$ cat config.mk
export PLATFORM = sky130hd
export DESIGN_NAME = fir_s2p_buffer_flat
export DESIGN_NICKNAME = d
export VERILOG_FILES = /design/src/rtl/fir_s2p_buffer_pkg.sv /design/src/rtl/fir_s2p_buffer_if.sv /design/src/rtl/fir_s2p_buffer_bank.sv /design/src/rtl/fir_s2p_buffer.sv /design/src/flat_wrapper.sv
export SDC_FILE = /design/constraint.sdc
export NUM_CORES = 1
export LEC_CHECK = 0
export ABC_AREA = 1
export CAP_MARGIN = 30
export CORE_ASPECT_RATIO = 0.7
export CORE_MARGIN = 5
export CORE_UTILIZATION = 50
export DETAILED_ROUTE_END_ITERATION = 8
export PLACE_DENSITY_LB_ADDON = 0.1
export SYNTH_ARGS = -nofsm -noshare
export SYNTH_HDL_FRONTEND = slang
export SYNTH_SLANG_ARGS = --single-unit
$ cat constraint.sdc
create_clock -name clk -period 7.9 [get_ports clk]
set_input_delay 0.79 -clock clk [delete_from_list [all_inputs] [get_ports clk]]
set_output_delay 0.79 -clock clk [all_outputs]
set_load 0.01 [all_outputs]
$ cat src/rtl/fir_s2p_buffer_pkg.sv
// fir_s2p_buffer_pkg: shared DSP chain defaults (block size, sample width, frame length) and derived widths
package fir_s2p_buffer_pkg;
  localparam int N_DEF = 16;
  localparam int DW_DEF = 16;
  localparam int BLOCKS_DEF = 64;
  localparam int IW_DEF = $clog2(N_DEF);
  localparam int BW_DEF = $clog2(BLOCKS_DEF);
endpackage

$ cat src/rtl/fir_s2p_buffer_if.sv
// fir_s2p_buffer_if: FIR sample stream in, parallel block handshake out, status flags
interface fir_s2p_buffer_if import fir_s2p_buffer_pkg::*; #(parameter int N = N_DEF, parameter int DW = DW_DEF);
  logic [DW-1:0] fir_d;
  logic fir_valid;
  logic [N*DW-1:0] blk_d;
  logic blk_valid;
  logic blk_ready;
  logic frame_done;
  logic overflow;
  modport master(output fir_d, fir_valid, blk_ready, input blk_d, blk_valid, frame_done, overflow);
  modport slave(input fir_d, fir_valid, blk_ready, output blk_d, blk_valid, frame_done, overflow);
endinterface

$ cat src/rtl/fir_s2p_buffer_bank.sv
// s2p_bank: N x DW register file with indexed write and the whole bank exposed as a flat read bus
module s2p_bank #(parameter int N = 16, parameter int DW = 16) (
  input  logic                 clk,
  input  logic                 rst,
  input  logic                 we,
  input  logic [$clog2(N)-1:0] widx,
  input  logic [DW-1:0]        wd,
  output logic [N*DW-1:0]      rd
);
  always_ff @(posedge clk)
    if (rst) rd <= '0;
    else if (we) rd[widx*DW +: DW] <= wd;
endmodule

$ cat src/rtl/fir_s2p_buffer.sv
// fir_s2p_buffer: ping-pong serial-to-parallel buffer between the FIR and FFT stages
module fir_s2p_buffer import fir_s2p_buffer_pkg::*; #(
  parameter int N = N_DEF,
  parameter int DW = DW_DEF,
  parameter int BLOCKS = BLOCKS_DEF
) (
  input logic clk,
  input logic rst,
  fir_s2p_buffer_if.slave io
);
  localparam int IW = $clog2(N);
  localparam int BW = $clog2(BLOCKS);
  logic [1:0] full;
  logic wb, rb, ovf, fd;
  logic [IW-1:0] widx;
  logic [BW-1:0] bcnt;
  logic [N*DW-1:0] rd [2];
  logic acc, last, hs, bend;
  // full flags are sampled pre-edge, so a bank released this cycle cannot take a write yet
  always_comb begin
    acc = io.fir_valid && !full[wb];
    last = acc && widx == IW'(N - 1);
    hs = full[rb] && io.blk_ready;
    bend = bcnt == BW'(BLOCKS - 1);
  end
  for (genvar b = 0; b < 2; b++) begin : g_bank
    s2p_bank #(.N(N), .DW(DW)) u_bank (
      .clk(clk), .rst(rst), .we(acc && wb == 1'(b)), .widx(widx), .wd(io.fir_d), .rd(rd[b])
    );
  end
  always_ff @(posedge clk)
    if (rst) begin
      full <= '0;
      wb <= 1'b0;
      rb <= 1'b0;
      widx <= '0;
      bcnt <= '0;
      ovf <= 1'b0;
      fd <= 1'b0;
    end else begin
      widx <= acc ? widx + 1'b1 : widx;
      wb <= wb ^ last;
      rb <= rb ^ hs;
      full <= (full | (2'(last) << wb)) & ~(2'(hs) << rb);
      ovf <= ovf | (io.fir_valid && full[wb]);
      bcnt <= hs ? (bend ? '0 : bcnt + 1'b1) : bcnt;
      fd <= hs && bend;
    end
  assign io.blk_valid = full[rb];
  assign io.blk_d = rd[rb];
  assign io.frame_done = fd;
  assign io.overflow = ovf;
endmodule

$ cat src/flat_wrapper.sv
// flat-port wrapper written by rule: the top's interface ports become plain ports
module fir_s2p_buffer_flat import fir_s2p_buffer_pkg::*;
#(
  parameter int N = N_DEF,
  parameter int DW = DW_DEF,
  parameter int BLOCKS = BLOCKS_DEF
)
  (clk, rst, io_fir_d, io_fir_valid, io_blk_ready, io_blk_d, io_blk_valid, io_frame_done, io_overflow);
  fir_s2p_buffer_if #(.N(N), .DW(DW)) io_i ();
  input logic clk;
  input logic rst;
  input wire logic [$bits(io_i.fir_d)-1:0] io_fir_d;
  input wire logic [$bits(io_i.fir_valid)-1:0] io_fir_valid;
  input wire logic [$bits(io_i.blk_ready)-1:0] io_blk_ready;
  output wire logic [$bits(io_i.blk_d)-1:0] io_blk_d;
  output wire logic [$bits(io_i.blk_valid)-1:0] io_blk_valid;
  output wire logic [$bits(io_i.frame_done)-1:0] io_frame_done;
  output wire logic [$bits(io_i.overflow)-1:0] io_overflow;
  assign io_i.fir_d = io_fir_d;
  assign io_i.fir_valid = io_fir_valid;
  assign io_i.blk_ready = io_blk_ready;
  assign io_blk_d = io_i.blk_d;
  assign io_blk_valid = io_i.blk_valid;
  assign io_frame_done = io_i.frame_done;
  assign io_overflow = io_i.overflow;
  fir_s2p_buffer #(.N(N), .DW(DW), .BLOCKS(BLOCKS)) u_core (.clk(clk), .rst(rst), .io(io_i));
endmodule
# --- After elaboration in Yosys (flattened, before gate mapping) ---
# Cells that the tools add are included.
op_classes:
  addsub: 3
  order_cmp: 3
  eq_ne: 2
  n_shift: 4
  n_mux: 10
  n_bitwise: 8
  n_reduce_logical: 8
ops:
  columns: ["cell", "n"]
  rows:
  - ["$mux 256", 3]
  - ["$bwmux 256", 2]
  - ["$shift 16x34->256 const A", 1]
  - ["$shiftx 16x34->256", 1]
  - ["$neg 8->34", 1]
  - ["$logic_and 1x1->1", 7]
  - ["$add 6x1->6 const B", 1]
  - ["$eq 6x6->1 const B", 1]
  - ["$mux 6", 1]
  - ["$add 4x1->4 const B", 1]
  - ["$eq 4x4->1 const B", 1]
  - ["$lt 1x2->1 const B", 2]
  - ["$mux 1", 4]
  - ["$shl 1x1->2", 2]
  - ["$and 2x2->2", 1]
  - ["$ge 2x2->1 const B", 1]
  - ["$not 1->2", 1]
  - ["$not 2->2", 1]
  - ["$or 2x2->2", 1]
  - ["$xor 1x1->1", 2]
  - ["$logic_not 1->1", 1]
  - ["$not 1->1", 1]
  - ["$or 1x1->1", 1]
word_totals:
  register_bits: 528
  in_bits: 20
  out_inout_bits: 259

# --- Logic depth before layout (Yosys ltp) ---
# Gate-level depths: netlist of the first run.
logic_depth:
  word_depth: 8
  depth_mapped: 15

# --- By module ---
# A second synthesis of the first run with hierarchy kept.
hier_totals:
  cells_unflattened: 3804
  hier_area_um2: 24966.4
by_module_without_submodules:
  columns: ["mod", "instances", "cells_per_inst", "area_each_um2"]
  rows:
  - ["s2p_bank (u_core.g_bank[0].u_bank)", 1, 1382, 10585.2]
  - ["s2p_bank (u_core.g_bank[1].u_bank)", 1, 1485, 10361.2]
  - ["fir_s2p_buffer", 1, 937, 4020.1]

# --- Least setup slack after synthesis of the first run ---
# Ideal clock, no wire load.
synth_path:
  path_type: "register to register"
  startpoint: "register u_core.widx[0]"
  endpoint: "register u_core.g_bank[1].u_bank.rd[199]"
  arrival_time_ps: 2432
  required_time_ps: 7787
  slack_ps: 5355
  path_stages_with_launch: 14
  cell_sequence: "dfxtp_1 inv_1 clkbuf_1 nand2_1 inv_1 ha_1 clkbuf_1 inv_2 buf_2 buf_1 clkbuf_1 nand4_1 nand2_1 nor2_1"
synth_via:
  elab_chain_cells: 3
  word_cells_on_any_way: 4
synth_rtl:
  columns: ["element", "line", "text"]
  rows:
  - ["from (decl)", "fir_s2p_buffer.sv:15", "logic [IW-1:0] widx;"]
  - ["from (signal assigned)", "fir_s2p_buffer.sv:41", "widx <= acc ? widx + 1'b1 : widx;"]
  - ["$neg 8->34 *", "fir_s2p_buffer_bank.sv:12", "else if (we) rd[widx*DW +: DW] <= wd;"]
  - ["$shiftx 16x34->256 / $shift 16x34->256 (equally long branches)", "fir_s2p_buffer_bank.sv:12", null]
  - ["$bwmux 256 *", "fir_s2p_buffer_bank.sv:12", null]
  - ["to (signal, indexed assignment)", "fir_s2p_buffer_bank.sv:12", null]
  - ["to (decl)", "fir_s2p_buffer_bank.sv:8", "output logic [N*DW-1:0] rd"]
# Every way passes the cells marked *; elsewhere a longest branch is shown, timed or not.
# A chain may end at the register's enable or synchronous reset.

# --- Worst setup path after layout of the first run ---
layout_path:
  startpoint: "register u_core.widx[0]"
  endpoint: "register u_core.g_bank[0].u_bank.rd[93]"
layout_via:
  elab_chain_cells: 3
  word_cells_on_any_way: 4
layout_rtl:
  columns: ["element", "line"]
  rows:
  - ["$neg 8->34 *", "fir_s2p_buffer_bank.sv:12"]
  - ["$shiftx 16x34->256 / $shift 16x34->256 (equally long branches)", "fir_s2p_buffer_bank.sv:12"]
  - ["$bwmux 256 *", "fir_s2p_buffer_bank.sv:12"]
  - ["to (signal, indexed assignment)", "fir_s2p_buffer_bank.sv:12"]
  - ["to (decl)", "fir_s2p_buffer_bank.sv:8"]
# Marks and branches as above.

==> reports/results.ini, run 1 <==
[status]
status = complete, no violations

[synth]
yosys.cell_types.count = 30
yosys-top-cells-area = dfxtp_1, nand2_1, nor2_1
synth_seq_cells = 528
syn-num-nets = 3887
synthCells = 3859
synth_top_area_share = 0.4278
syn_area_sq_um = 24710
ys_warn_count = 0
seq_area_frac_synth = 0.4278
synth_top_area_cell = dfxtp_1
syn_avg_cell_area_sq_um = 6.402

[die]
die_y_microns = 196.0
core_area_sq_um = 49090
dieArea_sq_um = 54030
die_w_microns = 275.7
initial_core_util = 0.5033
pin_count = 279
num_rows = 68

[cells_and_area]
diodes = 0
layout.cells.most_common = nand2_1
utilization = 0.5975
areaGrowthSynthToFinish_pct = 18.73
drive_gt1_frac = 0.04249
layout_common_cells = nand2_1, nor2_1, dfxtp_1
nNetsFinal = 3967

[cts]
cts_buffers = 52
cts_setup_buffers = 0
clk_pin_slew_ns = 0.07
htreeDepth = 2
cts_root_buffer = clkbuf_16
cts-resized-gates = 0
clock_latency_ns = 0.58
cts.sinks = 528
clockBufferDepth = 3
tritoncts = yes
hold_buffers = 0

[drt]
routed_wirelength_microns = 79300
wl_per_cell_microns = 17.08
first_iter_violations = 2734
detail-route-antenna-nets = 0
drt-pass1-iter-count = 6
via_per_inst = 5.325
vias = 24720
route.detailed.drc = 0

[worst_setup_path]
crit_slowest_cell = clkinv_2
crit_required_ns = 8.41
crit_arrival_ns = 5.09
crit_buf_inv = 4
endpoint_kind = flop
cp-start-kind = flop
cp_top_family = buffers and inverters
path_cells = inv_1, nand2_1, inv_1, ha_4, clkinv_2, nor3_4, buf_4, nand2_1, nand2_1, nand2_1, nor2_1
max_stage_delay_ns = 0.78
path_class = reg -> reg
cp_common_cell = nand2_1
cp_max_fo = 46

[power]
cellPowerDensity_nw_per_um2 = 190.0
power_leakage_nw = 12.50
ir_drop_v = 0.0001611

[sta]
setup_viol = 0
max_slew_margin = 0.3255
fin_crit_ns = 4.579
worst_pin_slew_ns = 1.009
rsz0062_at_grt = false
clock.fmax_mhz = 218.4
period_share = 0.5796
fin_skew_ns = 0.01181
tns_ns = 0
drv_slew = 0
hold_viol = 0

[place]
place.gp.congestion = 0.8392
dp_hpwl_microns = 50220
portBuffers = 278

[global_route]
grt_usage = 0.2797
grt_pass1_wl_microns = 122900
grt_max_degree = 155
antenna_found_initial = 1
grt_pass1_vias = 21450
overflow = 0

[hold_path]
min_path_type = reg -> reg

[job]
maxCapViolCount = 0

[cells by family (layout without fill, tap and decap cells)]
| family | Yosys count | after routing | share of synthesized area |
|---|---|---|---|
| simple gates | 2441 | 2441 | 0.4093 |
| buf+inv | 500 | 618 | 0.07916 |
| flops | 528 | 528 | 0.4278 |
| xor+xnor | 3 | 3 | 0.001823 |
| compound gates | 379 | 379 | 0.07784 |
| fa+ha+maj | 8 | 8 | 0.004052 |
[Yosys cell counts]
cell type / n
xnor2_4: 1
xnor2_1: 1
a21oi_4: 1
nor3_4: 3
clkinv_1: 1
or2_2: 1
nor2_2: 16
xor2_1: 1
nand3_2: 2
nand3_1: 127
nand4_1: 228
nor3b_1: 2
nand2_2: 2
a31oi_1: 12
buf_1: 20
inv_2: 8
o21ai_0: 188
o21ai_1: 5
buf_2: 63
a21oi_1: 173
nor2_4: 2
dfxtp_1: 528
ha_1: 8
nand4_2: 1
inv_1: 198
nor3_1: 67
clkbuf_1: 210
nand2_1: 1174
nor2_1: 813
nor4_1: 3
[where the power goes]
group	total, mW	internal (mW)	switching [mW]
Sequential	2.68	2.67	0.00541
Clock	2.47	1.40	1.07
Combinational	0.432	0.0895	0.342
[metrics by stage]
step	instances	setup slack, ns	total power [mW]	hold slack, ns	area (sq um)
6_report	4642	3.321	5.574	0.4617	29330
5_1_grt	4642	3.015	5.737	0.4745	29330
4_1_cts	4640	3.146	5.586	0.4615	29300
3_5_place_dp	4548	3.485	3.157	0.4515	27630
3_3_place_gp	4542	3.395	3.152	0.4507	27480
2_1_floorplan	3859	5.355	3.014	0.4403	24710
[flip-flops by register name (all words and copies together), names as in the netlist]
signal,flops
u_core.g_bank.u_bank.rd,512
u_core.full,2
u_core.bcnt,6
u_core.io.frame_done,1
u_core.rb,1
u_core.io.overflow,1
u_core.widx,4
u_core.wb,1
[final timing paths]
path | slack [ns] | cells after the start | startpoint | end
setup reg to reg | 3.32 | 11 | u_core.widx[0] | u_core.g_bank[0].u_bank.rd[93]
hold / removal | 0.46 | 2 | u_core.g_bank[1].u_bank.rd[190] | u_core.g_bank[1].u_bank.rd[190]
setup / recovery | 3.32 | 11 | u_core.widx[0] | u_core.g_bank[0].u_bank.rd[93]
hold reg to reg | 0.46 | 2 | u_core.g_bank[1].u_bank.rd[190] | u_core.g_bank[1].u_bank.rd[190]
[cell type report]
cell class / count / area (sq um)
Clock inverter: 13 / 92.59
Tap cell: 665 / 832.0
Inverter: 207 / 788.3
Timing Repair Buffer: 319 / 3241
Clock buffer: 79 / 1574
Fill cell: 4783 / 19760
Sequential cell: 528 / 10570
Multi-Input combinational cell: 2831 / 12230
[worst reg2reg max path: stages, from the launching register on]
cell and delay, ns:
dfxtp_1 0.62, inv_1 0.54, nand2_1 0.25, inv_1 0.09, ha_4 0.62, clkinv_2 0.79
nor3_4 0.37, buf_4 0.45, nand2_1 0.43, nand2_1 0.17, nand2_1 0.06, nor2_1 0.11
[metal layers]
metal | wire, microns | vias up | track usage
li1 | - | 12420 | -
met4 | 2304 | 0 | 0.07618
met2 | 34970 | 878 | 0.4292
met1 | 36030 | 11280 | 0.4097
met3 | 5994 | 136 | 0.04475
met5 | 0 | - | 0
Power figures use the tool's default switching activity.
==> inputs of run 2 (changes only) <==
==> constraint.sdc (replaced) <==
create_clock -name clk -period 4.35 [get_ports clk]
set_input_delay 0.435 -clock clk [delete_from_list [all_inputs] [get_ports clk]]
set_output_delay 0.435 -clock clk [all_outputs]
set_load 0.01 [all_outputs]
==> run 2 against run 1 <==
Flip-flop and latch count unchanged. Worst hold slack worse by 0.15 ns. Setup slack worse by 2.7 ns. Clock skew down 0.00080 ns. Design area up 0.21%.
==> reports/results.ini, run 2 (synthesized netlist as in run 1, its figures left out) <==
[status]
status = complete, no violations

[worst_setup_path]
crit_arrival_ns = 4.16  ; -0.93 ns
reg2regPathDepth = 8  ; -3
path_class = reg -> reg
r2r_slack_ns = 0.63  ; -2.69 ns
endpoint_kind = flop
crit_slowest_cell = nor2_4
max_stage_delay_ns = 0.71  ; -0.07 ns
cp_max_fo = 38  ; -17%
path_cells = inv_1, ha_2, buf_4, nand4_2, nor2_4, nand3_2, nand2_1, a21oi_1
r2r_start = u_core.widx[0]
crit_required_ns = 4.80  ; -3.61 ns
cp-start-kind = flop
reg2reg_to = u_core.g_bank[1].u_bank.rd[152]
cp_top_family = simple AND/OR/NAND/NOR gates
crit_buf_inv = 2  ; -2

[power]
power_leakage_nw = 12.52  ; +0.19%
power_frac_comb = 0.079  ; +0.002
switching_power_mw = 2.605  ; +84%
seq_power_share = 0.478  ; -0.002
power_mw = 10.18  ; +83%
ir_drop_v = 0.0003103  ; +93%
swShare = 0.2560  ; +0.001935
cellPowerDensity_nw_per_um2 = 346.2  ; +82%
internal-power_mw = 7.571  ; +82%
clockPowerShare = 0.444  ; about the same

[sta]
max_slew_margin = 0.3615  ; +0.03599
hold_viol = 0  ; unchanged
rsz0062_at_grt = false
tns_ns = 0  ; unchanged
whs_ns = 0.3101  ; -0.1515 ns
fin_crit_ns = 3.716  ; -0.8634 ns
setup_viol = 0  ; unchanged
clock.fmax_mhz = 269.1  ; +23%
fin_skew_ns = 0.01101  ; -0.0008038 ns
worst_pin_slew_ns = 0.9505  ; -0.05904 ns
period_share = 0.8542  ; +0.2745
drv_slew = 0  ; unchanged

[hold_path]
min_from = rst
hold_depth = 2  ; unchanged
whs_endpoint = u_core.rb
min_path_type = in -> reg

[cts]
cts_root_buffer = clkbuf_16
cts.sinks = 528  ; unchanged
cts-resized-gates = 0  ; unchanged
tritoncts = yes
cts_buffers = 52  ; unchanged
htreeDepth = 2  ; unchanged
clockBufferDepth = 3  ; unchanged
cts_setup_buffers = 0  ; unchanged
hold_buffers = 0  ; unchanged
clock_latency_ns = 0.59  ; about the same
clk_pin_slew_ns = 0.06  ; about the same

[drt]
detail-route-antenna-nets = 0  ; unchanged
first_iter_violations = 2784  ; +1.8%
routed_wirelength_microns = 79680  ; +0.49%
route.detailed.drc = 0  ; unchanged
via_per_inst = 5.328  ; about the same
vias = 24810  ; +0.36%
drt-pass1-iter-count = 6  ; unchanged
wl_per_cell_microns = 17.11  ; +0.18%

[die]
die_y_microns = 196.0  ; unchanged
die_w_microns = 275.7  ; unchanged
dieArea_sq_um = 54030  ; unchanged
initial_core_util = 0.5033  ; unchanged
pin_count = 279  ; unchanged
num_rows = 68  ; unchanged
core_area_sq_um = 49090  ; unchanged

[place]
place.gp.congestion = 0.8929  ; +6.4%
portBuffers = 278  ; unchanged
dp_hpwl_microns = 50890  ; +1.3%

[cells_and_area]
largest_reg_flops = 512  ; unchanged
layout.cells.most_common = nand2_1
fillCellCount = 4813  ; +0.63%
areaGrowthSynthToFinish_pct = 18.98
drive_gt1_frac = 0.04511  ; +0.002618
reg.largest.list = u_core.g_bank.u_bank.rd (512), u_core.bcnt (6), u_core.widx (4)
nNetsFinal = 3979  ; +0.30%
layout_common_cells = nand2_1, nor2_1, dfxtp_1
largest-register = u_core.g_bank.u_bank.rd

[job]
maxCapViolCount = 0  ; unchanged

[global_route]
overflow = 0  ; unchanged
grt_pass1_vias = 21830  ; +1.8%
grt_usage = 0.2820  ; +0.002304
grt_pass1_wl_microns = 124600  ; +1.4%
grt_max_degree = 191  ; +23%
antenna_found_initial = 0  ; -1

-- run 2: changes by cell type in the layout (fill, tap and decap cells not counted), sizes merged --
| cell | delta |
|---|---|
| buf | +13 |
| clkinv | -3 |
| inv | +3 |
| diode | +1 |
-- run 2: layout make-up --
| class | instances | area, sq um | area share |
|---|---|---|---|
| Inverter | 207 | 788.3 | 0.02682 |
| Multi-Input combinational cell | 2831 | 12230 | 0.4159 |
| Clock inverter | 13 | 103.9 | 0.003533 |
| Clock buffer | 80 | 1578 | 0.05368 |
| Tap cell | 665 | 832.0 | 0.02831 |
| Sequential cell | 528 | 10570 | 0.3597 |
| Timing Repair Buffer | 331 | 3291 | 0.1119 |
| Antenna cell | 1 | 2.502 | 0.00008513 |
-- run 2: power groups by stage --
| stage | Clock (mW) | Combinational, mW | Sequential, mW |
|---|---|---|---|
| floorplan | 0 | 0.509 | 4.96 |
| global placement | 0 | 0.779 | 4.97 |
| detailed placement | 0 | 0.779 | 4.97 |
| CTS | 4.55 | 0.782 | 4.86 |
| global route | 4.75 | 0.859 | 4.86 |
| finish | 4.51 | 0.802 | 4.86 |
-- run 2: how the worst max path moves through the flow --
stage / startpoint / end / cells past startpoint
3_3_place_gp: u_core.widx[0] / u_core.g_bank[1].u_bank.rd[145] / 8
2_1_floorplan: u_core.widx[0] / u_core.g_bank[1].u_bank.rd[199] / 13
5_1_grt: u_core.widx[0] / u_core.g_bank[1].u_bank.rd[145] / 9
3_5_place_dp: u_core.widx[0] / u_core.g_bank[1].u_bank.rd[23] / 8
4_1_cts: u_core.widx[0] / u_core.g_bank[1].u_bank.rd[152] / 8
6_report: u_core.widx[0] / u_core.g_bank[1].u_bank.rd[152] / 8
-- run 2: stage by stage --
step                std cells  setup slack (ns)    util  area (sq um)
floorplan                3859             1.805       -         24710
global placement         4562            0.7711  0.5645         27710
detailed placement       4562            0.7161  0.5645         27710
CTS                      4655            0.6947  0.5987         29390
global route             4655            0.3883  0.5987         29390
finish                   4656            0.6344  0.5988         29390
-- run 2: routing by layer --
layer | global-route usage | up-vias | wire [microns]
met2 | 0.4223 | 892 | 34420
met4 | 0.08956 | 0 | 2660
met1 | 0.4165 | 11300 | 36680
met5 | 0 | - | 0
li1 | - | 12460 | -
met3 | 0.04487 | 155 | 5922
